$ cat config.mk
export PLATFORM = sky130hd
export DESIGN_NAME = if_prefetch_buffer_flat
export DESIGN_NICKNAME = d
export VERILOG_FILES = /design/src/rtl/if_prefetch_buffer_pkg.sv /design/src/rtl/if_prefetch_buffer_if.sv /design/src/rtl/if_prefetch_buffer_fifo.sv /design/src/rtl/if_prefetch_buffer.sv /design/src/flat_wrapper.sv
export SDC_FILE = /design/constraint.sdc
export NUM_CORES = 1
export LEC_CHECK = 0
export BUFFER_PORTS_ARGS = -buffer_cell sky130_fd_sc_hd__buf_2
export CAP_MARGIN = 20
export CORE_ASPECT_RATIO = 1.2
export CORE_MARGIN = 8
export CORE_UTILIZATION = 62
export CTS_BUF_LIST = sky130_fd_sc_hd__clkbuf_2 sky130_fd_sc_hd__clkbuf_4 sky130_fd_sc_hd__clkbuf_8
export CTS_CLUSTER_DIAMETER = 200
export DETAILED_ROUTE_END_ITERATION = 10
export GPL_TIMING_DRIVEN = 0
export PLACE_DENSITY = 0.83
export SYNTH_ARGS = -nofsm -noshare
export SYNTH_HDL_FRONTEND = slang
export SYNTH_SLANG_ARGS = --single-unit
$ cat constraint.sdc
create_clock -name clk -period 3.67 [get_ports clk]
set_input_delay 0.734 -clock clk [delete_from_list [all_inputs] [get_ports clk]]
set_output_delay 0.734 -clock clk [all_outputs]
set_load 0.05 [all_outputs]
$ cat src/rtl/if_prefetch_buffer_pkg.sv
// Shared types and constants for the instruction-fetch prefetch buffer.
package if_pkg;

    typedef struct packed {
        logic [31:0] pc;
        logic [31:0] instr;
    } fetch_entry_t;

    localparam logic [31:0] IMEM_ALIGN_MASK = 32'hFFFF_FFFC;
    localparam logic [31:0] IF_BOOT_ADDR    = 32'h0000_0000;

    function automatic logic [31:0] align_word(input logic [31:0] addr);
        return addr & IMEM_ALIGN_MASK;
    endfunction

endpackage

$ cat src/rtl/if_prefetch_buffer_if.sv
// Instruction-memory fetch bus: req/gnt address phase, in-order rvalid data phase.
interface if_prefetch_buffer_if;
    logic        req;
    logic [31:0] addr;
    logic        gnt;
    logic        rvalid;
    logic [31:0] rdata;

    modport master (output req, addr, input gnt, rvalid, rdata);
    modport slave  (input req, addr, output gnt, rvalid, rdata);
endinterface

$ cat src/rtl/if_prefetch_buffer_fifo.sv
// Synchronous FIFO of fetch entries with flush; used for PC tags and for buffered instructions.
module if_fifo
    import if_pkg::*;
#(
    parameter int DEPTH = 4
) (
    input  logic                   clk,
    input  logic                   rstn,
    input  logic                   flush_i,
    input  logic                   push_i,
    input  fetch_entry_t           data_i,
    input  logic                   pop_i,
    output fetch_entry_t           data_o,
    output logic [$clog2(DEPTH):0] count_o,
    output logic                   empty_o,
    output logic                   full_o
);
    localparam int AW = $clog2(DEPTH);

    fetch_entry_t  mem_r [DEPTH];
    logic [AW-1:0] wr_ptr_r;
    logic [AW-1:0] rd_ptr_r;
    logic [AW:0]   count_r;
    logic          do_push_s;
    logic          do_pop_s;

    assign do_push_s = push_i & ~flush_i;
    assign do_pop_s  = pop_i & ~flush_i & ~empty_o;

    // Storage, pointers and occupancy; flush wins over push/pop.
    always_ff @(posedge clk or negedge rstn) begin
        if (!rstn) begin
            wr_ptr_r <= AW'(0);
            rd_ptr_r <= AW'(0);
            count_r  <= (AW+1)'(0);
            for (int i = 0; i < DEPTH; i++) begin
                mem_r[i] <= fetch_entry_t'(64'h0);
            end
        end else if (flush_i) begin
            wr_ptr_r <= AW'(0);
            rd_ptr_r <= AW'(0);
            count_r  <= (AW+1)'(0);
        end else begin
            if (do_push_s) begin
                mem_r[wr_ptr_r] <= data_i;
                wr_ptr_r        <= wr_ptr_r + AW'(1);
            end
            if (do_pop_s) begin
                rd_ptr_r <= rd_ptr_r + AW'(1);
            end
            count_r <= count_r + {{AW{1'b0}}, do_push_s} - {{AW{1'b0}}, do_pop_s};
        end
    end

    assign data_o  = mem_r[rd_ptr_r];
    assign count_o = count_r;
    assign empty_o = (count_r == (AW+1)'(0));
    assign full_o  = (count_r == (AW+1)'(DEPTH));

endmodule

$ cat src/rtl/if_prefetch_buffer.sv
// Instruction prefetch buffer: credit-limited fetch issue, in-order buffering, redirect flush.
// Optional IF_PREFETCH_BYPASS_EN forwards a response straight to decode when the buffer is empty.
module if_prefetch_buffer
    import if_pkg::*;
#(
    parameter int          DEPTH     = 4,
    parameter logic [31:0] BOOT_ADDR = IF_BOOT_ADDR
) (
    input  logic                        clk,
    input  logic                        rstn,
    input  logic                        redirect_i,
    input  logic [31:0]                 redirect_addr_i,
    if_prefetch_buffer_if.master        imem,
    output logic                        instr_valid_o,
    output logic [31:0]                 instr_o,
    output logic [31:0]                 instr_pc_o,
    input  logic                        instr_ready_i
);
    localparam int CW = $clog2(DEPTH) + 1;

    logic [31:0]   fetch_pc_r;
    logic [CW-1:0] outstanding_r;
    logic [CW-1:0] discard_r;
    logic          run_r;

    logic [CW-1:0] outstanding_nxt_s;
    logic [CW:0]   credit_sum_s;
    logic [CW-1:0] ibuf_count_s;
    logic [CW-1:0] tag_count_s;
    logic          gnt_fire_s;
    logic          drop_s;
    logic          bypass_s;
    logic          ibuf_push_s;
    logic          ibuf_pop_s;
    logic          ibuf_empty_s;
    logic          ibuf_full_s;
    logic          tag_empty_s;
    logic          tag_full_s;
    fetch_entry_t  tag_in_s;
    fetch_entry_t  tag_head_s;
    fetch_entry_t  ibuf_in_s;
    fetch_entry_t  ibuf_head_s;
    logic          unused_s;

    // Words in flight plus words buffered may never exceed the buffer size.
    assign credit_sum_s      = {1'b0, outstanding_r} + {1'b0, ibuf_count_s};
    assign imem.req          = run_r & (credit_sum_s < (CW+1)'(DEPTH));
    assign imem.addr         = fetch_pc_r;
    assign gnt_fire_s        = imem.req & imem.gnt;
    assign drop_s            = (discard_r != {CW{1'b0}});
    assign outstanding_nxt_s = outstanding_r + {{(CW-1){1'b0}}, gnt_fire_s}
                                             - {{(CW-1){1'b0}}, imem.rvalid};

`ifdef IF_PREFETCH_BYPASS_EN
    assign bypass_s = ibuf_empty_s & ~drop_s & imem.rvalid & ~redirect_i;
`else
    assign bypass_s = 1'b0;
`endif

    assign tag_in_s    = '{pc: fetch_pc_r, instr: 32'h0000_0000};
    assign ibuf_in_s   = '{pc: tag_head_s.pc, instr: imem.rdata};
    assign ibuf_push_s = imem.rvalid & ~drop_s & ~(bypass_s & instr_ready_i);
    assign ibuf_pop_s  = ~ibuf_empty_s & ~redirect_i & instr_ready_i;

    assign instr_valid_o = (~ibuf_empty_s | bypass_s) & ~redirect_i;
    assign instr_o       = bypass_s ? imem.rdata    : ibuf_head_s.instr;
    assign instr_pc_o    = bypass_s ? tag_head_s.pc : ibuf_head_s.pc;

    // Fetch PC, in-flight count and stale-response count; redirect overrides the PC advance.
    always_ff @(posedge clk or negedge rstn) begin
        if (!rstn) begin
            fetch_pc_r    <= BOOT_ADDR;
            outstanding_r <= {CW{1'b0}};
            discard_r     <= {CW{1'b0}};
            run_r         <= 1'b0;
        end else begin
            run_r         <= 1'b1;
            outstanding_r <= outstanding_nxt_s;
            if (redirect_i) begin
                fetch_pc_r <= align_word(redirect_addr_i);
                discard_r  <= outstanding_nxt_s;
            end else begin
                if (gnt_fire_s) begin
                    fetch_pc_r <= fetch_pc_r + 32'd4;
                end
                if (imem.rvalid && drop_s) begin
                    discard_r <= discard_r - {{(CW-1){1'b0}}, 1'b1};
                end
            end
        end
    end

    // The tag queue is never flushed: every response, stale or not, retires its tag.
    if_fifo #(.DEPTH(DEPTH)) u_tag_fifo (
        .clk     (clk),
        .rstn    (rstn),
        .flush_i (1'b0),
        .push_i  (gnt_fire_s),
        .data_i  (tag_in_s),
        .pop_i   (imem.rvalid),
        .data_o  (tag_head_s),
        .count_o (tag_count_s),
        .empty_o (tag_empty_s),
        .full_o  (tag_full_s)
    );

    if_fifo #(.DEPTH(DEPTH)) u_ibuf_fifo (
        .clk     (clk),
        .rstn    (rstn),
        .flush_i (redirect_i),
        .push_i  (ibuf_push_s),
        .data_i  (ibuf_in_s),
        .pop_i   (ibuf_pop_s),
        .data_o  (ibuf_head_s),
        .count_o (ibuf_count_s),
        .empty_o (ibuf_empty_s),
        .full_o  (ibuf_full_s)
    );

    assign unused_s = ^{tag_head_s.instr, tag_count_s, tag_empty_s, tag_full_s, ibuf_full_s};

endmodule

$ cat src/flat_wrapper.sv
// flat-port wrapper written by rule: the top's interface ports become plain ports
module if_prefetch_buffer_flat import if_pkg::*;
#(
    parameter int          DEPTH     = 4,
    parameter logic [31:0] BOOT_ADDR = IF_BOOT_ADDR
)
  (clk, rstn, redirect_i, redirect_addr_i, instr_valid_o, instr_o, instr_pc_o, instr_ready_i, imem_req, imem_addr, imem_gnt, imem_rvalid, imem_rdata);
  if_prefetch_buffer_if imem_i ();
  input  logic clk;
  input  logic rstn;
  input  logic redirect_i;
  input  logic [31:0] redirect_addr_i;
  output logic instr_valid_o;
  output logic [31:0] instr_o;
  output logic [31:0] instr_pc_o;
  input  logic instr_ready_i;
  output wire logic [$bits(imem_i.req)-1:0] imem_req;
  output wire logic [$bits(imem_i.addr)-1:0] imem_addr;
  input wire logic [$bits(imem_i.gnt)-1:0] imem_gnt;
  input wire logic [$bits(imem_i.rvalid)-1:0] imem_rvalid;
  input wire logic [$bits(imem_i.rdata)-1:0] imem_rdata;
  assign imem_req = imem_i.req;
  assign imem_addr = imem_i.addr;
  assign imem_i.gnt = imem_gnt;
  assign imem_i.rvalid = imem_rvalid;
  assign imem_i.rdata = imem_rdata;
  if_prefetch_buffer #(.DEPTH(DEPTH), .BOOT_ADDR(BOOT_ADDR)) u_core (.clk(clk), .rstn(rstn), .redirect_i(redirect_i), .redirect_addr_i(redirect_addr_i), .imem(imem_i), .instr_valid_o(instr_valid_o), .instr_o(instr_o), .instr_pc_o(instr_pc_o), .instr_ready_i(instr_ready_i));
endmodule
Word-level counts from Yosys, hierarchy flattened
Cells that the tools add are included.

Add/sub/neg operators: 13. Multipliers: 0. Div/mod/pow operators: 0. Magnitude comparators: 7. Eq/ne operators: 0. Shift operators: 0. Muxes and demuxes: 21. Bitwise gates (word level): 17. Reduce and logical (&&, ||, !) cells: 11.

Operator list (count): bitwise mux 256 bit (2); two-way mux 64 bit (6); binary-select mux 64 bit (select 2 bit) (2); demux 64 bit (select 2 bit) (2); two-way mux 32 bit (2); adder 32 x 3 -> 32 bit, second input constant (1); >= comparator 3 bit, second input constant (4); inverter 2 -> 3 bit (4); adder 3 x 1 -> 3 bit (3); bitwise AND 1 bit (9); two-way mux 3 bit (3); subtractor 3 x 1 -> 3 bit (3); adder 2 x 1 -> 2 bit, second input constant (4); two-way mux 2 bit (4); nonzero test 2 bit (4); zero test 3 bit (2); < comparator 3 x 1 -> 1 bit, second input constant (2); adder 3 x 3 -> 4 bit (1); < comparator 4 x 3 -> 1 bit, second input constant (1); inverter 1 bit (4); logical AND 1 bit (3); nonzero test 3 bit (1); subtractor 3 x 1 -> 3 bit, second input constant (1); AND reduction 2 bit (1).

Flip-flop bits (word level): 565. Latch bits: 0. RAM bits: 0. Memory bits (read-only): 0. Bits of input ports: 70. Output and inout bits: 98. Word-level logic and storage cells: 95. Memories kept: 0.

Logic depth before layout (Yosys ltp)
Gate-level depths: netlist of the first run.

Depth in word-level cells: 8. Depth in mapped cells: 12. Mapped depth without buffers: 12.

Cells and area by module
From an unflattened synthesis of the first run, not the netlist that was laid out.

Cell total of the unflattened synthesis: 1572. Area, all modules: 25560.8 µm².

Modules (own cells, without submodules): if_fifo (times used 2, cells an instance 663, area each 11647.4 µm²); if_prefetch_buffer (times used 1, cells an instance 246, area each 2265.9 µm²).

Worst setup path after synthesis of the first run
OpenSTA, ideal clock, no wires.

Kind: reg-to-reg. Start point: reg u_core.u_ibuf_fifo.count_r[2] (netlist: u_core.u_ibuf_fifo.count_o[2]). End point: reg u_core.u_tag_fifo.count_r[2] (netlist: u_core.u_tag_fifo.count_o[2]). Setup time: 0.123 ns. Data arrival time: 2.954 ns. Slack: 0.593 ns. Stages on the path, launching flop included: 11. Buffers on the path: 0. Cells stage by stage: dfrtp_1 ha_1 nor4b_4 and2_1 nand2_1 ha_1 inv_1 ha_1 fa_1 xnor2_1 xnor2_1.

Longest elaborated chain between the ends: 6.

RTL lines: start: declaration (RTL line if_prefetch_buffer_fifo.sv:23) `logic [AW:0] count_r;`; start signal: assignment (RTL line if_prefetch_buffer_fifo.sv:35) `count_r <= (AW+1)'(0);`; start signal: assignment (RTL line if_prefetch_buffer_fifo.sv:42) `count_r <= (AW+1)'(0);`; start signal: assignment (RTL line if_prefetch_buffer_fifo.sv:51) `count_r <= count_r + {{AW{1'b0}}, do_push_s} - {{AW{1'b0}}, do_pop_s};`; adder 3 x 3 -> 4 bit (RTL line if_prefetch_buffer.sv:46) `assign credit_sum_s = {1'b0, outstanding_r} + {1'b0, ibuf_count_s};`; < comparator 4 x 3 -> 1 bit (RTL line if_prefetch_buffer.sv:47) `assign imem.req = run_r & (credit_sum_s < (CW+1)'(DEPTH));`; bitwise AND 1 bit (RTL line if_prefetch_buffer.sv:47); named net imem_req (RTL line flat_wrapper.sv:17) `output wire logic [$bits(imem_i.req)-1:0] imem_req;`; bitwise AND 1 bit (RTL line if_prefetch_buffer.sv:49) `assign gnt_fire_s = imem.req & imem.gnt;`; adder 3 x 1 -> 3 bit (RTL line if_prefetch_buffer_fifo.sv:51); subtractor 3 x 1 -> 3 bit (RTL line if_prefetch_buffer_fifo.sv:51); end signal: assignment (RTL line if_prefetch_buffer_fifo.sv:35); end signal: assignment (RTL line if_prefetch_buffer_fifo.sv:42); end signal: assignment (RTL line if_prefetch_buffer_fifo.sv:51); end: declaration (RTL line if_prefetch_buffer_fifo.sv:23).

The timed path passes the listed nets, and every way through them passes these cells. A chain may end at the register's enable or synchronous reset.

Final worst setup path of the first run
Start point: reg u_core.u_ibuf_fifo.rd_ptr_r[1]. End point: out instr_pc_o[21].

Longest elaborated chain between the ends: 4.

RTL lines: start: declaration (RTL line if_prefetch_buffer_fifo.sv:22) `logic [AW-1:0] rd_ptr_r;`; start signal: assignment (RTL line if_prefetch_buffer_fifo.sv:49) `rd_ptr_r <= rd_ptr_r + AW'(1);`; inverter 2 -> 3 bit (implied by the code) (RTL line if_prefetch_buffer_fifo.sv:55) `assign data_o = mem_r[rd_ptr_r];`; binary-select mux 64 bit (select 2 bit) (RTL line if_prefetch_buffer_fifo.sv:55); two-way mux 64 bit (implied by the code) (2 in a row) (RTL line if_prefetch_buffer_fifo.sv:55); end: declaration (RTL line flat_wrapper.sv:15) `output logic [31:0] instr_pc_o;`.

No other way between the ends. The select of a mux whose other input is x is not followed.

==> flow_metrics.env, run 1 <==
export IMPL_avgSynthCellArea_um2=15.3
export IMPL_fin_crit_ns=3.48
export IMPL_grt_pass1_vias=12800
export IMPL_status="finished clean"
export IMPL_wl_per_cell_um=21.6
export IMPL_ant_nets=0
export IMPL_power_density_nw_per_um2=819
export IMPL_core_area_um2=30200
export IMPL_cts_buffers=67
export IMPL_drt_iter0_markers=682
export IMPL_vdd_drop_max_mv=0.551
export IMPL_critPathMaxStageDelay_ns=0.66
export IMPL_ys_warn_count=0
export IMPL_p_leak_nw=10.3
export IMPL_crit_arrival_ns=2.74
export IMPL_slew_violations=0
export IMPL_die_area_um2=36300
export IMPL_port_buffers=160
export IMPL_maxCapViolations=0
export IMPL_die_h_um=207
export IMPL_max_slew_worst_pin_slew_ns=0.825
export IMPL_cts_setup_buffers=0
export IMPL_synthesis_area_um2=18900
export IMPL_synth_top_family_by_area="multiplexers"
export IMPL_synth_xor_area_frac=0.00882
export IMPL_cts_root_buf="clkbuf_8"
export IMPL_setup_viol=0
export IMPL_clkLatencyLatePin_ns=0.59
export IMPL_yosysTopAreaCellShare=0.555
export IMPL_yosys_mux_area_fraction=0.331
export IMPL_drive_gt1_frac=0.500
export IMPL_grt_use_total=0.233
export IMPL_hpwl_um=28700
export IMPL_area_growth_pct=15.2
export IMPL_endpoint_kind="primary output"
export IMPL_first_pass_iters=5
export IMPL_num_antenna_cells=0
export IMPL_async_reset_ff_frac=1.00
export IMPL_synth_compound_area_frac=0.0191
export IMPL_synth_distinct_cells=46
export IMPL_clock_skew_ns=0.0231
export IMPL_criticalPathCategory="reg -> out"
export IMPL_num_vias=11600
export IMPL_ys_seq_area_frac=0.555
export IMPL_layout_worst_path_cycle_share=0.947
export IMPL_synth_adder_area_share=0.0158
export IMPL_overflow=0
export IMPL_worstSetupStartpointType="flip-flop"
export IMPL_cts_tree="done"
export IMPL_finalPower_mw=17.8
export IMPL_yosysMostFrequentCell="dfrtp_1"
export IMPL_antenna_found_initial=1
export IMPL_io_pins=168
export IMPL_synth_edf_count=0
export IMPL_cpLargestDelayFamily="buffers and inverters"
export IMPL_crit_fanout=10
export IMPL_clkSinkCount=419
export IMPL_synth_area_leaders="dfrtp_1 56%, mux2_2 20%, mux4_2 11%, mux2_1 1.8%, ha_1 1.3%"
export IMPL_crit_buf_inv=3
export IMPL_netlist_top_cells_count="419 x dfrtp_1, 338 x mux2_2, 92 x mux4_2"
export IMPL_hold_ws_ns=0.0551
export IMPL_start_util=0.625
export IMPL_path_common_cell="clkbuf_1"
export IMPL_fmax_mhz=288
export IMPL_relSlewSlack=0.450
export IMPL_drt_wl_total_um=41300
export IMPL_netlist_instances=1232
export IMPL_grt_pass1_wl_um=68000
export IMPL_path_cells="clkbuf_1 > clkbuf_1 > mux4_2 > buf_2"
export IMPL_hold_class="in -> async"
export IMPL_via_per_inst=6.07
export IMPL_ys_ff_latch=419
export IMPL_rsz0062_at_grt="false"
export IMPL_routabilityCongestion=0.870
export IMPL_synth_flop_cell="dfrtp_1"
export IMPL_grt_max_degree=114
export IMPL_drc=0
export IMPL_cts_max_level=3
export IMPL_clk_pin_slew_ns=0.06
export IMPL_required_ns=2.94
export IMPL_cts_path_max_buffers=3
export IMPL_final_net_count=1559
export IMPL_yosys_area_share_simple=0.0433
export IMPL_num_rows=70
export IMPL_fillCellCount=1956
export IMPL_die_width_um=175
export IMPL_hold_viol_final=0
export IMPL_cp_slowest_cell="clkbuf_1"
export IMPL_yosys_area_top_type="dfrtp_1"
export IMPL_fin_util=0.720
[cells by family after synthesis]
group                      count (synthesis)
muxes                                    463
DFF                                      419
and+or+nand+nor                          145
buffers and inverters                    106
AOI/OAI and AO/OA                         56
adders and majority gates                 22
xor gates and xnor gates                  19
other                                      2
[through the flow]
stage | std cells | instance area [µm²] | setup TNS (ns) | worst slack, ns
after detailed placement | 1795 | 20300 | 0 | 0.0485
after floorplan | 1235 | 18900 | 0 | 0.593
final | 1914 | 21700 | 0 | 0.193
after global placement | 1791 | 20200 | -2536.34 | -6.10
after CTS | 1915 | 21700 | 0 | 0.0753
after global routing | 1914 | 21700 | 0 | 0.0712
[per-layer routing]
layer | part of all wire | global-route usage | vias up
met5 | 0.00041 | 0 | -
met4 | 0.020 | 0.0752 | 2
met3 | 0.063 | 0.0479 | 62
met2 | 0.50 | 0.385 | 396
met1 | 0.42 | 0.306 | 6095
li1 | - | - | 5057
[sequential cells by signal, indices dropped and copies added, names as in the netlist, 2 cells and up]
| name | flops |
|---|---|
| u_core.outstanding_r | 3 |
| u_core.u_tag_fifo.wr_ptr_r | 2 |
| u_core.imem.addr | 30 |
| u_core.u_tag_fifo.mem_r | 120 |
| u_core.u_ibuf_fifo.mem_r | 248 |
| u_core.u_ibuf_fifo.count_o | 3 |
| u_core.u_tag_fifo.count_o | 3 |
| u_core.discard_r | 3 |
| u_core.u_ibuf_fifo.rd_ptr_r | 2 |
| u_core.u_ibuf_fifo.wr_ptr_r | 2 |
| u_core.u_tag_fifo.rd_ptr_r | 2 |
[repair_timing]
action / CTS / global route
resized for setup: 1 / 0
hold buffers: 0 / 0
endpoints found under the setup margin: 8 / 1
[cells in the final DEF (no fill, tap or decap), types with 4 or more instances in the layout]
| cell | netlist | final |
|---|---|---|
| mux2_1 | 31 | 31 |
| nor2_1 | 27 | 27 |
| and4_1 | 5 | 5 |
| nand2_1 | 35 | 35 |
| clkbuf_1 | 47 | 46 |
| buf_16 | 0 | 4 |
| buf_2 | 21 | 181 |
| and3_1 | 6 | 6 |
| clkbuf_8 | 1 | 89 |
| o21ai_0 | 15 | 15 |
| mux4_2 | 92 | 92 |
| clkbuf_4 | 0 | 21 |
| inv_1 | 19 | 19 |
| buf_4 | 9 | 9 |
| nand4_1 | 13 | 13 |
| xnor2_1 | 10 | 10 |
| mux2_2 | 338 | 338 |
| nand3_1 | 14 | 14 |
| or4_1 | 20 | 20 |
| a31oi_1 | 17 | 17 |
| clkinv_2 | 0 | 6 |
| conb_1 | 2 | 5 |
| ha_1 | 19 | 19 |
| o211ai_1 | 5 | 5 |
| dfrtp_1 | 419 | 419 |
| xor2_1 | 9 | 9 |
| o31ai_1 | 14 | 14 |
[where the power goes]
part	internal [mW]	switching, mW	total [mW]	leakage, nW
clock	2.37	1.80	4.17	0.762
combinational	2.86	3.92	6.79	4.11
sequential	6.06	0.796	6.85	5.43
total	11.3	6.52	17.8	10.3
[final cells by class]
type / instances / area, µm² / area share
Clock inverter: 11 / 70.1 / 0.00322
Clock buffer: 109 / 1370 / 0.0630
Sequential cell: 419 / 10500 / 0.482
Buffer: 85 / 417 / 0.0192
Multi-Input combinational cell: 710 / 7910 / 0.364
Inverter: 20 / 75.1 / 0.00345
Timing Repair Buffer: 164 / 921 / 0.0424
Tap cell: 396 / 495 / 0.0228
[final timing paths]
check / startpoint / endpoint / slack (ns) / cells past startpoint
worst max-delay path: u_core.u_ibuf_fifo.rd_ptr_r[1]$_DFFE_PN0P_ / instr_pc_o[21] / 0.19 / 4
worst min-delay path: rstn / u_core.u_ibuf_fifo.mem_r[200]$_DFFE_PN0P_ / 0.06 / 1
max in group asynchronous: rstn / u_core.imem.addr[9]$_DFFE_PN0P_ / 1.93 / 4
min in group clk: redirect_addr_i[20] / u_core.imem.addr[20]$_DFFE_PN0P_ / 0.38 / 3
worst max register to register: u_core.u_ibuf_fifo.count_o[2]$_DFF_PN0_ / u_core.u_tag_fifo.count_o[2]$_DFF_PN0_ / 0.58 / 10
worst min register to register: u_core.u_tag_fifo.mem_r[108]$_DFFE_PN0P_ / u_core.u_tag_fifo.mem_r[108]$_DFFE_PN0P_ / 0.49 / 1
No activity file was read; power rests on OpenSTA's default activity.
==> run 2: changes to the inputs <==
--- a/config.mk
+++ b/config.mk
@@ -14,6 +14,7 @@
 export CTS_CLUSTER_DIAMETER = 200
 export DETAILED_ROUTE_END_ITERATION = 10
 export GPL_TIMING_DRIVEN = 0
+export HOLD_SLACK_MARGIN = 0.1
 export PLACE_DENSITY = 0.83
 export SYNTH_ARGS = -nofsm -noshare
 export SYNTH_HDL_FRONTEND = slang
==> run 2 against run 1 <==
Net effect:
- worst setup slack worse by 0.014 ns
- global-route usage about the same
- combinational power about the same
- clock power about the same
- final cell count about the same
- first-iteration DRC count up 1.9%
- sequential power about the same
- routed wire length about the same
==> flow_metrics.env, run 2 (synthesized netlist as in run 1, its figures left out) <==
export IMPL_fin_setup_tns_ns=0
export IMPL_first_pass_iters=5
export IMPL_grt_max_degree=114
export IMPL_die_area_um2=36300
export IMPL_largest_reg_flops=248
export IMPL_area_growth_pct=15.2
export IMPL_via_per_inst=6.05
export IMPL_num_vias=11600
export IMPL_largest_register="u_core.u_ibuf_fifo.mem_r"
export IMPL_num_antenna_cells=0
export IMPL_max_slew_worst_pin_slew_ns=0.823
export IMPL_clk_pin_slew_ns=0.06
export IMPL_clkSinkCount=419
export IMPL_grt_use_total=0.233
export IMPL_routabilityCongestion=0.870
export IMPL_final_net_count=1560
export IMPL_drt_iter0_markers=695
export IMPL_slew_violations=0
export IMPL_dpl_cell_area_um2=20300
export IMPL_antenna_found_initial=1
export IMPL_overflow=0
export IMPL_cts_buffers=67
export IMPL_power_density_nw_per_um2=819
export IMPL_start_util=0.625
export IMPL_cts_path_max_buffers=3
export IMPL_hold_viol_final=0
export IMPL_num_rows=70
export IMPL_dp_cells=1795
export IMPL_fin_area_um2=21800
export IMPL_finalPower_mw=17.8
export IMPL_worstSetupStartpointType="flip-flop"
export IMPL_cts_tree="done"
export IMPL_mostFrequentLayoutCell="dfrtp_1"
export IMPL_criticalPathCategory="reg -> out"
export IMPL_fmax_mhz=287
export IMPL_path_common_cell="clkbuf_1"
export IMPL_hpwl_um=28700
export IMPL_layout_worst_path_cycle_share=0.951
export IMPL_vdd_drop_max_mv=0.552
export IMPL_drc=0
export IMPL_die_width_um=175
export IMPL_grt_pass1_vias=12800
export IMPL_wl_per_cell_um=21.6
export IMPL_maxCapViolations=0
export IMPL_io_pins=168
export IMPL_die_h_um=207
export IMPL_hold_ws_ns=0.373
export IMPL_clock_skew_ns=0.0217
export IMPL_ant_nets=0
export IMPL_p_leak_nw=10.3
export IMPL_core_area_um2=30200
export IMPL_most_common_layout_cells="419 x dfrtp_1, 338 x mux2_2, 181 x buf_2, 92 x mux4_2, 89 x clkbuf_8"
export IMPL_relSlewSlack=0.452
export IMPL_required_ns=2.94
export IMPL_hold_class="in -> reg"
export IMPL_grt_pass1_wl_um=68100
export IMPL_status="finished clean"
export IMPL_port_buffers=160
export IMPL_endpoint_kind="primary output"
export IMPL_drive_gt1_frac=0.500
export IMPL_drt_wl_total_um=41300
export IMPL_fin_crit_ns=3.49
export IMPL_crit_fanout=10
export IMPL_path_cells="clkbuf_1 > clkbuf_1 > mux4_2 > buf_2"
export IMPL_final_cells=1915
export IMPL_cts_setup_buffers=0
export IMPL_clkLatencyLatePin_ns=0.59
export IMPL_critPathMaxStageDelay_ns=0.67
export IMPL_crit_arrival_ns=2.76
export IMPL_cts_root_buf="clkbuf_8"
export IMPL_cts_max_level=3
export IMPL_setup_viol=0
export IMPL_rsz0062_at_grt="false"
export IMPL_cp_slowest_cell="clkbuf_1"
-- run 2: report_power, final --
| group | total (mW) | switching [mW] | internal (mW) |
|---|---|---|---|
| Clock | 4.17 | 1.80 | 2.37 |
| Sequential | 6.85 | 0.794 | 6.06 |
| Combinational | 6.79 | 3.93 | 2.86 |
| Total | 17.8 | 6.52 | 11.3 |
-- run 2: cell type report --
class,instances,area (µm²)
inverter,20,75.1
multi-input combinational,710,7910
tap,396,495
clock buffer,109,1370
timing repair buffer,165,931
fill,1956,8470
clock inverter,11,70.1
sequential,419,10500
buffer,85,417
-- run 2: final timing paths --
kind,startpoint,endpoint,slack (ns),cells after the start
worst max register to register,u_core.u_ibuf_fifo.count_o[2]$_DFF_PN0_,u_core.u_tag_fifo.count_o[2]$_DFF_PN0_,0.57,10
min in group asynchronous,rstn,u_core.u_ibuf_fifo.mem_r[200]$_DFFE_PN0P_,0.66,2
worst min-delay path,redirect_addr_i[20],u_core.imem.addr[20]$_DFFE_PN0P_,0.37,3
max in group asynchronous,rstn,u_core.imem.addr[21]$_DFFE_PN0P_,1.31,5
worst min register to register,u_core.u_tag_fifo.mem_r[108]$_DFFE_PN0P_,u_core.u_tag_fifo.mem_r[108]$_DFFE_PN0P_,0.49,1
worst max-delay path,u_core.u_ibuf_fifo.rd_ptr_r[1]$_DFFE_PN0P_,instr_pc_o[21],0.18,4
-- run 2: stage by stage --
stage / worst slack, ns / util
floorplan: 0.593 / -
global placement: -6.10 / 0.668
detailed placement: 0.0485 / 0.672
CTS: 0.0753 / 0.720
global route: 0.0712 / 0.720
finish: 0.180 / 0.720
-- run 2: repair_timing --
item,CTS,global route
hold endpoints to repair,54,0
resized for setup,1,0
hold buffers,1,0
setup endpoints to repair,8,1
gates cloned,0,0
-- run 2: metal layers --
layer | GRT usage | share of wire | vias up
met1 | 0.307 | 0.42 | 6061
met3 | 0.0477 | 0.062 | 67
li1 | - | - | 5054
met2 | 0.384 | 0.50 | 399
met4 | 0.0752 | 0.021 | 2
met5 | 0 | 0.00041 | -
-- run 2: critical path: cells and delay by family, from the launching register on --
| kind | cells | cell delay (ns) |
|---|---|---|
| muxes | 1 | 0.47 |
| DFF | 1 | 0.31 |
| buffers and inverters | 3 | 1.39 |
==> run 3: changes to the inputs <==
--- a/config.mk
+++ b/config.mk
@@ -15,7 +15,7 @@
 export DETAILED_ROUTE_END_ITERATION = 10
 export GPL_TIMING_DRIVEN = 0
 export HOLD_SLACK_MARGIN = 0.1
-export PLACE_DENSITY = 0.83
+export PLACE_DENSITY_LB_ADDON = 0.05
 export SYNTH_ARGS = -nofsm -noshare
 export SYNTH_HDL_FRONTEND = slang
 export SYNTH_SLANG_ARGS = --single-unit
==> run 3 against run 2 <==
Net effect:
- flip-flop and latch count is the same
- core utilization is essentially flat
- sequential power is essentially flat
- clock-buffer cell count grew 2
- design area is essentially flat
- routed wire length shrank 2.6%
==> flow_metrics.env, run 3 (synthesized netlist as in run 1, its figures left out) <==
export IMPL_antenna_found_initial=1
export IMPL_required_ns=2.94
export IMPL_routabilityCongestion=0.866
export IMPL_die_width_um=175
export IMPL_hpwl_um=27700
export IMPL_io_pins=168
export IMPL_hold_viol_final=0
export IMPL_slew_violations=0
export IMPL_num_antenna_cells=0
export IMPL_rsz0062_at_grt="false"
export IMPL_path_depth=4
export IMPL_fin_crit_ns=3.48
export IMPL_num_rows=70
export IMPL_clock_skew_ns=0.0171
export IMPL_crit_arrival_ns=2.74
export IMPL_max_slew_worst_pin_slew_ns=0.889
export IMPL_largest_reg_flops=248
export IMPL_power_density_nw_per_um2=819
export IMPL_hold_class="in -> async"
export IMPL_p_leak_nw=10.3
export IMPL_maxCapViolations=0
export IMPL_setup_viol=0
export IMPL_start_util=0.625
export IMPL_cts_setup_buffers=0
export IMPL_most_common_layout_cells="419 x dfrtp_1, 338 x mux2_2, 181 x buf_2, 97 x clkbuf_8, 92 x mux4_2"
export IMPL_overflow=0
export IMPL_cts_path_max_buffers=3
export IMPL_grt_pass1_vias=12300
export IMPL_relSlewSlack=0.407
export IMPL_endpoint_kind="primary output"
export IMPL_multi_input_area_um2=7910
export IMPL_first_pass_iters=5
export IMPL_clk_pin_slew_ns=0.06
export IMPL_port_buffers=160
export IMPL_cts_max_level=3
export IMPL_layout_worst_path_cycle_share=0.947
export IMPL_fin_setup_tns_ns=0
export IMPL_hold_ws_ns=0.163
export IMPL_timing_rr_end="u_core.u_tag_fifo.count_o[2]$_DFF_PN0_"
export IMPL_clkLatencyLatePin_ns=0.58
export IMPL_grt_pass1_wl_um=66500
export IMPL_crit_end="instr_pc_o[19]"
export IMPL_r2r_slack_ns=0.64
export IMPL_grt_use_total=0.229
export IMPL_fillCellCount=2075
export IMPL_via_per_inst=5.90
export IMPL_status="finished clean"
export IMPL_path_common_cell="clkbuf_1"
export IMPL_setup_ws_ns=0.193
export IMPL_cts_buffers=68
export IMPL_mostFrequentLayoutCell="dfrtp_1"
export IMPL_drc=0
export IMPL_crit_buf_inv=3
export IMPL_worstSetupStartpointType="flip-flop"
export IMPL_core_area_um2=30200
export IMPL_seq_area_um2=10500
export IMPL_regToRegStartpoint="u_core.u_ibuf_fifo.count_o[2]$_DFF_PN0_"
export IMPL_clkSinkCount=419
export IMPL_cts_hold_buf=0
export IMPL_ant_nets=0
export IMPL_worstRegToRegCells=10
export IMPL_num_vias=11300
export IMPL_dp_slack_ns=0.100
export IMPL_crit_fanout=10
export IMPL_cp_slowest_cell="clkbuf_1"
export IMPL_cpLargestDelayFamily="buffers and inverters"
export IMPL_path_cells="clkbuf_1 > clkbuf_1 > mux4_2 > buf_2"
export IMPL_grt_max_degree=120
export IMPL_cts_root_buf="clkbuf_8"
export IMPL_cts_tree="done"
export IMPL_critPathMaxStageDelay_ns=0.71
export IMPL_vdd_drop_max_mv=0.529
export IMPL_largest_register="u_core.u_ibuf_fifo.mem_r"
export IMPL_criticalPathCategory="reg -> out"
export IMPL_drive_gt1_frac=0.500
export IMPL_setup_worst_path_start="u_core.u_ibuf_fifo.rd_ptr_r[1]$_DFFE_PN0P_"
export IMPL_fmax_mhz=288
export IMPL_drt_iter0_markers=643
export IMPL_final_net_count=1559
export IMPL_die_h_um=207
export IMPL_wl_per_cell_um=21.0
export IMPL_finalPower_mw=17.8
export IMPL_drt_wl_total_um=40200
export IMPL_die_area_um2=36300
export IMPL_area_growth_pct=15.3
==> run 3: cell count changes in the layout (fill, tap and decap cells not counted), sizes merged <==
| cell | before | now |
|---|---|---|
| clkinv | 6 | 9 |
| dlygate4sd3 | 1 | 0 |
| clkbuf | 157 | 159 |
| buf | 199 | 198 |
| clkinvlp | 3 | 1 |
| inv | 22 | 20 |
==> run 3: worst reg2reg max path, stage by stage (launching register included) <==
cell     delay (ns)
dfrtp_1        0.41
ha_1           0.33
nor4b_4        0.59
and2_1         0.28
nand2_1        0.12
ha_1           0.30
inv_1          0.05
ha_1           0.18
fa_1           0.38
xnor2_1        0.18
xnor2_1        0.13
==> run 3: what timing repair did <==
action / CTS / global route
resized for setup: 1 / 0
endpoints found under the setup margin: 11 / 0
hold endpoints to repair: 0 / 0
==> run 3: layer usage <==
metal	GRT usage	share of wire
met1	0.309	0.43
met3	0.0471	0.058
met2	0.372	0.50
met5	0	0.00030
met4	0.0682	0.018
==> run 3: how the worst min path moves through the flow <==
stage	from	endpoint	slack (ns)	depth (start not counted)
after floorplan	rstn	u_core.discard_r[0]$_DFFE_PN0P_	0.44	0
after global placement	u_core.u_tag_fifo.mem_r[56]$_DFFE_PN0P_	u_core.u_tag_fifo.mem_r[56]$_DFFE_PN0P_	0.47	1
after detailed placement	u_core.u_tag_fifo.mem_r[55]$_DFFE_PN0P_	u_core.u_tag_fifo.mem_r[55]$_DFFE_PN0P_	0.48	1
after CTS	rstn	u_core.u_ibuf_fifo.mem_r[132]$_DFFE_PN0P_	0.17	1
after global routing	rstn	u_core.u_ibuf_fifo.mem_r[131]$_DFFE_PN0P_	0.20	1
final	rstn	u_core.u_ibuf_fifo.mem_r[131]$_DFFE_PN0P_	0.16	1
==> run 3: where the power goes <==
group          internal (mW)  leakage (nW)  switching (mW)
Combinational           2.86          4.10            3.88
Sequential              6.06          5.43           0.769
Clock                   2.47         0.795            1.81
Total                   11.4          10.3            6.45
==> run 3: layout make-up <==
cell class | instances | area share
inverters | 20 | 0.00345
plain buffers | 85 | 0.0191
flip-flops and latches | 419 | 0.482
repair buffers | 163 | 0.0411
well taps | 396 | 0.0228
multi-input cells | 710 | 0.363
clock buffers | 111 | 0.0659
clock inverters | 10 | 0.00241
==> run 3: through the flow <==
stage | util | area (µm²) | instances
floorplan | - | 18900 | 1235
global placement | 0.668 | 20200 | 1791
detailed placement | 0.671 | 20300 | 1794
CTS | 0.720 | 21800 | 1914
global route | 0.720 | 21800 | 1914
finish | 0.720 | 21800 | 1914
